===== config.mk =====
export PLATFORM = sky130hd
export DESIGN_NAME = ntt_cmd_engine
export DESIGN_NICKNAME = d
export VERILOG_FILES = /design/src/rtl/ntt_cmd_engine.sv
export SDC_FILE = /design/constraint.sdc
export NUM_CORES = 1
export LEC_CHECK = 0
export ABC_CLOCK_PERIOD_IN_PS = 3500
export CAP_MARGIN = 20
export CORE_AREA = 2 2 161 163
export CTS_CLUSTER_DIAMETER = 120
export DETAILED_ROUTE_END_ITERATION = 10
export DIE_AREA = 0 0 163 165
export PLACE_DENSITY_LB_ADDON = 0.1
export SYNTH_ARGS = -nofsm -noshare
export SYNTH_HDL_FRONTEND = slang
export SYNTH_SLANG_ARGS = --single-unit

===== constraint.sdc =====
create_clock -name clk -period 3.5 [get_ports clk]
set_input_delay 0.525 -clock clk [delete_from_list [all_inputs] [get_ports clk]]
set_output_delay 0.525 -clock clk [all_outputs]
set_load 0.01 [all_outputs]

===== src/rtl/ntt_cmd_engine.sv =====
// Engine-side command responder: decodes LOAD/STORE/NTT/INTT commands and sequences
// the DMA beats, slot-bank accesses and NTT-core handshake needed to execute them.
module ntt_cmd_engine #(
    parameter int N      = 4096,
    parameter int WORD_W = 64,
    parameter int ADDR_W = 48,
    parameter int SLOT_W = 4,
    localparam int IDX_W = $clog2(N)
) (
    input  logic              clk,
    input  logic              rst_n,
    input  logic              cmd_valid,
    input  logic [7:0]        cmd_opcode,
    input  logic [SLOT_W-1:0] cmd_slot,
    input  logic [ADDR_W-1:0] cmd_dma_addr,
    output logic              engine_ready,
    output logic              mem_req,
    output logic              mem_we,
    output logic [ADDR_W-1:0] mem_addr,
    output logic [WORD_W-1:0] mem_wdata,
    input  logic              mem_ack,
    input  logic [WORD_W-1:0] mem_rdata,
    output logic [SLOT_W-1:0] slot_sel,
    output logic [IDX_W-1:0]  slot_idx,
    output logic              slot_we,
    output logic [WORD_W-1:0] slot_wdata,
    output logic              slot_re,
    input  logic [WORD_W-1:0] slot_rdata,
    output logic              ntt_start,
    output logic              ntt_inverse,
    output logic [SLOT_W-1:0] ntt_slot,
    input  logic              ntt_done,
    output logic              err_opcode,
    output logic              err_align,
    output logic              err_overrun,
    output logic [15:0]       cmds_done
);

    localparam logic [7:0]        OP_LOAD  = 8'h01;
    localparam logic [7:0]        OP_STORE = 8'h02;
    localparam logic [7:0]        OP_INTT  = 8'h04;
    localparam logic [ADDR_W-1:0] BEAT     = ADDR_W'(4'd8);

    typedef enum logic [3:0] {
        IDLE, LD_REQ, LD_WR, ST_RD, ST_WAIT, ST_REQ, NTT_START, NTT_WAIT, DONE
    } state_t;

    state_t              state_r, state_s;
    logic                ready_r, mem_req_r, mem_we_r, slot_we_r, slot_re_r, ntt_start_r;
    logic                inverse_r, err_opcode_r, err_align_r, err_overrun_r;
    logic [ADDR_W-1:0]   addr_r;
    logic [WORD_W-1:0]   data_r;
    logic [SLOT_W-1:0]   slot_r;
    logic [IDX_W-1:0]    idx_r;
    logic [15:0]         cmds_r;
    logic                accept_s, illegal_s, ls_s, misaligned_s, last_s;

    assign accept_s     = cmd_valid && (state_r == IDLE);
    assign illegal_s    = (cmd_opcode < 8'h01) || (cmd_opcode > 8'h04);
    assign ls_s         = (cmd_opcode == OP_LOAD) || (cmd_opcode == OP_STORE);
    assign misaligned_s = (cmd_dma_addr[2:0] != 3'd0);
    assign last_s       = (idx_r == IDX_W'(N - 1));

    // Next-state decode; error-terminated commands still pass through DONE.
    always_comb begin
        state_s = state_r;
        case (state_r)
            IDLE: begin
                if (cmd_valid) begin
                    if (illegal_s) state_s = DONE;
                    else if (ls_s && misaligned_s) state_s = DONE;
                    else if (cmd_opcode == OP_LOAD) state_s = LD_REQ;
                    else if (cmd_opcode == OP_STORE) state_s = ST_RD;
                    else state_s = NTT_START;
                end else begin
                    state_s = IDLE;
                end
            end
            LD_REQ:    state_s = mem_ack ? LD_WR : LD_REQ;
            LD_WR:     state_s = last_s ? DONE : LD_REQ;
            ST_RD:     state_s = ST_WAIT;
            ST_WAIT:   state_s = ST_REQ;
            ST_REQ: begin
                if (mem_ack) state_s = last_s ? DONE : ST_RD;
                else state_s = ST_REQ;
            end
            NTT_START: state_s = NTT_WAIT;
            NTT_WAIT:  state_s = ntt_done ? DONE : NTT_WAIT;
            DONE:      state_s = IDLE;
            default:   state_s = IDLE;
        endcase
    end

    // State, registered strobes (decoded from the next state) and datapath registers.
    always_ff @(posedge clk) begin
        if (!rst_n) begin
            state_r       <= IDLE;
            ready_r       <= 1'b1;
            mem_req_r     <= 1'b0;
            mem_we_r      <= 1'b0;
            slot_we_r     <= 1'b0;
            slot_re_r     <= 1'b0;
            ntt_start_r   <= 1'b0;
            inverse_r     <= 1'b0;
            err_opcode_r  <= 1'b0;
            err_align_r   <= 1'b0;
            err_overrun_r <= 1'b0;
            addr_r        <= '0;
            data_r        <= '0;
            slot_r        <= '0;
            idx_r         <= '0;
            cmds_r        <= 16'd0;
        end else begin
            state_r       <= state_s;
            ready_r       <= (state_s == IDLE);
            mem_req_r     <= (state_s == LD_REQ) || (state_s == ST_REQ);
            mem_we_r      <= (state_s == ST_REQ);
            slot_we_r     <= (state_s == LD_WR);
            slot_re_r     <= (state_s == ST_RD);
            ntt_start_r   <= (state_s == NTT_START);
            err_opcode_r  <= err_opcode_r | (accept_s & illegal_s);
            err_align_r   <= err_align_r | (accept_s & ls_s & misaligned_s);
            err_overrun_r <= err_overrun_r | (cmd_valid & ~ready_r);
            case (state_r)
                IDLE: begin
                    if (accept_s) begin
                        slot_r    <= cmd_slot;
                        addr_r    <= cmd_dma_addr;
                        inverse_r <= (cmd_opcode == OP_INTT);
                        idx_r     <= '0;
                    end
                end
                LD_REQ: begin
                    if (mem_ack) data_r <= mem_rdata;
                end
                LD_WR: begin
                    idx_r  <= idx_r + IDX_W'(1'b1);
                    addr_r <= addr_r + BEAT;
                end
                ST_WAIT: data_r <= slot_rdata;
                ST_REQ: begin
                    if (mem_ack) begin
                        idx_r  <= idx_r + IDX_W'(1'b1);
                        addr_r <= addr_r + BEAT;
                    end
                end
                DONE:    cmds_r <= cmds_r + 16'd1;
                default: ;
            endcase
        end
    end

    // One data register serves both directions: load beats land in the slot, store beats go to host.
    assign engine_ready = ready_r;
    assign mem_req      = mem_req_r;
    assign mem_we       = mem_we_r;
    assign mem_addr     = addr_r;
    assign mem_wdata    = data_r;
    assign slot_sel     = slot_r;
    assign slot_idx     = idx_r;
    assign slot_we      = slot_we_r;
    assign slot_wdata   = data_r;
    assign slot_re      = slot_re_r;
    assign ntt_start    = ntt_start_r;
    assign ntt_inverse  = inverse_r;
    assign ntt_slot     = slot_r;
    assign err_opcode   = err_opcode_r;
    assign err_align    = err_align_r;
    assign err_overrun  = err_overrun_r;
    assign cmds_done    = cmds_r;

endmodule


---- Word level (Yosys, flattened, before mapping) ----
Cells that the tools add are included.
word-level totals
  register bits ........................... 158
  output and inout port bits .............. 222
  bits of input ports ..................... 193
operators by class
  muxes and demuxes ....................... 19
  equal/unequal tests ..................... 20
  bitwise logic cells ..................... 8
  $add $sub $neg .......................... 3
  reduce and logical (&&, ||, !) cells .... 13
  order comparisons ....................... 2
operators with widths
  kind                   count
  $pmux 48 s3            1
  $pmux 64 s2            1
  $mux 48                2
  $mux 64                1
  $add 48x4->48 const B  1
  $pmux 12 s3            1
  $pmux 4 s8             1
  $mux 4                 7
  $eq 4x3->1 const B     6
  $mux 12                2
  $add 16x1->16 const B  1
  $eq 4x2->1 const B     4
  $add 12x1->12 const B  1
  $eq 12x12->1 const B   1
  $eq 4x1->1 const B     2
  $eq 8x1->1 const B     1
  $eq 8x2->1 const B     1
  $eq 8x3->1 const B     1
  $gt 8x3->1 const B     1
  $logic_not 4->1        2
  $lt 8x1->1 const B     1
  $mux 3                 2
  $ne 2x2->1 const B     3
  $reduce_bool 3->1      2
  10 further kinds       19

---- Depth between registers and ports, before layout ----
  word-level depth ........................ 9
  gate-level depth with buffers ........... 9
  mapped depth without buffers ............ 6

---- Worst setup path before layout ----
OpenSTA, ideal clock, no wires.
  kind .................................... register to register
  from .................................... register addr_r[3], in the netlist mem_addr[3]
  to ...................................... register addr_r[43], in the netlist mem_addr[43]
  path buffers ............................ 1
  library setup time ...................... 0.115 ns
  stages on the path, launching flop included .. 8
  arrival ................................. 2.443 ns
  period minus slack after synthesis ...... 2.559 ns
  slack ................................... 0.941 ns
  required time ........................... 3.385 ns
  cells stage by stage .................... dfxtp_1 > ha_1 > nand3_1 > or4_4 > or3_1 > buf_2 > or4_1 > and3_1
on the way
  cells in the longest elaborated chain, start to end .. 3
ends and longest elaborated chain
  what                    line      RTL
  start, declared         51        logic [ADDR_W-1:0] addr_r;
  start signal, assigned  128       addr_r <= cmd_dma_addr;
  start signal, assigned  138       addr_r <= addr_r + BEAT;
  start signal, assigned  144       addr_r <= addr_r + BEAT;
  $add 48x4->48 (*)       138, 144
  $mux 48                 142       if (mem_ack) begin
  $pmux 48 s3 (*)         124       case (state_r)
Mark *: on every way between the ends. The rest lies on a longest branch, timed or not. The select of a mux whose other input is x is not followed.
A chain may end at the register's enable or synchronous reset.

---- Final worst setup path ----
  from .................................... register addr_r[3], in the netlist mem_addr[3]
  to ...................................... register addr_r[45], in the netlist mem_addr[45]
The elaborated chain is that of the path after synthesis.

==> impl_metrics.yaml <==
run_status:
  status: "finished clean"
setup_path:
  crit_arrival_ns: 3.15
  critical_path_class: "flip-flop to flip-flop"
  worstReg2RegEnd: "mem_addr[45]"
  reg2reg_depth: 6
  setup.worst_path.start: "mem_addr[3]"
  regToRegSetupSlack_ns: 0.66
  crit_required_ns: 3.81
  setup.worst_path.end_class: "flip-flop"
  r2r-start: "mem_addr[3]"
  cp-endpoint: "mem_addr[45]"
  crit_fanout: 8
  start_kind: "flip-flop"
timing:
  fin_tns_setup_ns: 0
  fmax_mhz: 352.1
  rsz0062_at_grt: "false"
  final.setup_skew_ns: 0.01412
  finalCritPeriodShare: 0.8114
  post-route-min-period_ns: 2.840
  tightestPinTransition_ns: 0.8266
  hold_viol_final: 0
  timing.hold.ws_ns: 0.4563
  slew_headroom: 0.4477
  setup_viol_count_final: 0
  drv_slew: 0
global_routing:
  track_usage: 0.2385
  grt_max_degree: 65
  grt_pass1_wl_um: 49220
  met1_usage: 0.3019
  met2_usage: 0.3975
  grt_overflow: 0
  grt_pass1_vias: 8235
  grt_use_met3: 0.07283
  busiest_layer: "met2"
  antenna_found_initial: 0
routing:
  drc: 0
  drtPass1Iterations: 5
  drt_iter0_markers: 599
  vias_per_cell: 5.197
  wire_per_inst_um: 20.05
  antenna_left: 0
  wl_um: 34320
  via_count: 8897
floorplanning:
  ios: 415
  die_h_um: 165
  dieArea_um2: 26900
  die_w_um: 163
  rows: 58
  initial_utilization: 0.3413
  coreArea_um2: 25040
power:
  swShare: 0.2690
  max-vdd-ir-drop_v: 0.0002922
  p_comb_frac: 0.140
  p_switching_w: 0.001184
  clockPowerShare: 0.426
  power_leakage_nw: 4.321
  p_seq_frac: 0.435
  intPower_w: 0.003217
  p_per_area_nw_per_um2: 332.7
final_layout:
  final_nets: 1565
  final_common_cell: "clkdlybuf4s50_1"
  drive_gt1_frac: 0.06006
  n_antenna_cell: 0
  final_cell_mix: "414 x clkdlybuf4s50_1, 158 x dfxtp_1, 124 x nor2_1, 72 x a211oi_1"
  syn2layout_area_growth_pct: 54.82
clock_network:
  root_buffer: "clkbuf_16"
  clkTransAtPathRegs_ns: 0.07
  cts_max_level: 4
  clock_latency_ns: 0.43
  cts_buffers: 17
  cts_tree: "built"
  postCtsResizedCells: 0
  cts_setup_buffers: 0
  cts_hold_buf: 0
  cts_sinks: 158
  cts_buffer_depth: 2
synth:
  synthSimpleGateAreaFrac: 0.2400
  synth_edf_count: 0
  synth_seq_cells: 158
  synth_fp_nets: 1234
  yosysWarningCount: 0
  synthCells: 1038
  synthMuxAreaShare: 0.08449
  async_flop_share: 0
  yosysSeqAreaShare: 0.3702
  synth_xor_area_frac: 0.01538
  synth_top_family_by_area: "simple AND/OR/NAND/NOR gates"
  synth_top_flop_cell: "dfxtp_1"
  syn_area_um2: 8544
  postSynthAreaPerCell_um2: 8.232
  synth-compound-area-share: 0.1899
  yosys.area_share.adder: 0.004393
  ys_types: 62
placed_design:
  place_congestion: 0.8801
  port_buffers: 414
  hpwl_um: 25960
min_path:
  hp-class: "flip-flop to flip-flop"
flow_run:
  max_cap_violations: 0
through the flow:
stage / cell area (µm²) / instances / total power (W) / setup slack, ns / util
floorplan: 8544 / 1038 / 0.002151 / 0.9413 / -
global placement: 12650 / 1680 / 0.002564 / 0.7567 / 0.5051
detailed placement: 12650 / 1680 / 0.002566 / 0.6670 / 0.5051
CTS: 13230 / 1712 / 0.004448 / 0.7159 / 0.5284
global route: 13230 / 1712 / 0.004579 / 0.5777 / 0.5284
finish: 13230 / 1712 / 0.004401 / 0.6601 / 0.5284
critical path: stages, from the launching register on:
cell and delay [ns]:
dfxtp_1 0.42, ha_1 0.21, nand3_1 0.31, or4_4 0.56, or3_1 0.53, or4_1 0.51
and3_1 0.19
layer usage:
layer  share of wire  vias to the layer above
met5               0                        -
met4           0.011                        0
met3           0.088                       18
met2            0.48                      337
met1            0.42                     4099
li1                -                     4443
how the worst min path moves through the flow:
stage	from	end	slack (ns)	depth (start not counted)
after global placement	mem_addr[0]	mem_addr[0]	0.44	2
after CTS	mem_addr[0]	mem_addr[0]	0.46	2
after global routing	mem_addr[0]	mem_addr[0]	0.48	2
after floorplan	mem_addr[0]	mem_addr[0]	0.48	2
after detailed placement	mem_addr[0]	mem_addr[0]	0.45	2
final	mem_addr[0]	mem_addr[0]	0.46	2
cells by family after synthesis:
logic type / count (synthesis)
buffers and inverters: 147
multiplexers: 72
adder cells (fa/ha/maj): 3
flip-flops: 158
XOR/XNOR: 15
AO/OA/AOI/OAI: 239
AND/OR/NAND/NOR: 404
state kept, by name, summed over array words and instances (netlist names):
signal	flops
cmds_done	16
err_align	1
ntt_slot	4
slot_idx	12
state_r	4
ntt_start	1
mem_we	1
slot_re	1
mem_req	1
mem_wdata	64
slot_we	1
err_opcode	1
err_overrun	1
mem_addr	48
engine_ready	1
ntt_inverse	1
power by group through the flow:
stage          sequential, W  clock [W]  combinational, W
3_3_place_gp         0.00195          0          0.000612
4_1_cts              0.00191    0.00192          0.000618
6_report             0.00191    0.00187          0.000615
5_1_grt              0.00192    0.00200          0.000658
2_1_floorplan        0.00196          0          0.000194
3_5_place_dp         0.00195          0          0.000614
cell usage after synthesis, types with 4 or more instances:
cell / n / share of area
a211oi_1: 73 / 0.064
a21o_1: 4 / 0.0035
a21oi_1: 46 / 0.027
a22oi_1: 8 / 0.0070
a311oi_1: 6 / 0.0062
a31oi_1: 14 / 0.010
a32oi_1: 4 / 0.0041
and2_1: 13 / 0.0095
and3_1: 17 / 0.012
and4_1: 7 / 0.0072
buf_2: 8 / 0.0047
buf_4: 68 / 0.060
clkbuf_1: 56 / 0.025
dfxtp_1: 158 / 0.37
inv_1: 12 / 0.0053
mux2i_1: 71 / 0.083
nand2_1: 71 / 0.031
nand2b_1: 4 / 0.0029
nand3_1: 39 / 0.023
nand3b_1: 5 / 0.0044
nand4_1: 20 / 0.015
nand4b_1: 5 / 0.0051
nor2_1: 125 / 0.055
nor2b_1: 5 / 0.0037
nor3_1: 27 / 0.016
nor4_1: 16 / 0.012
nor4b_1: 5 / 0.0051
o211ai_1: 6 / 0.0053
o21ai_0: 36 / 0.021
o22ai_1: 5 / 0.0037
o31ai_1: 6 / 0.0053
or3_1: 24 / 0.018
or4_1: 7 / 0.0062
xnor2_1: 12 / 0.012
layout make-up:
| cell class | count | area, µm² |
|---|---|---|
| fill | 2418 | 11810 |
| multi-input combinational | 733 | 4594 |
| timing repair buffer | 447 | 4429 |
| sequential | 158 | 3163 |
| clock buffer | 18 | 429.2 |
| tap | 330 | 412.9 |
| clock inverter | 14 | 152.6 |
| inverter | 12 | 47.55 |
(Power assumes the default switching activity.)
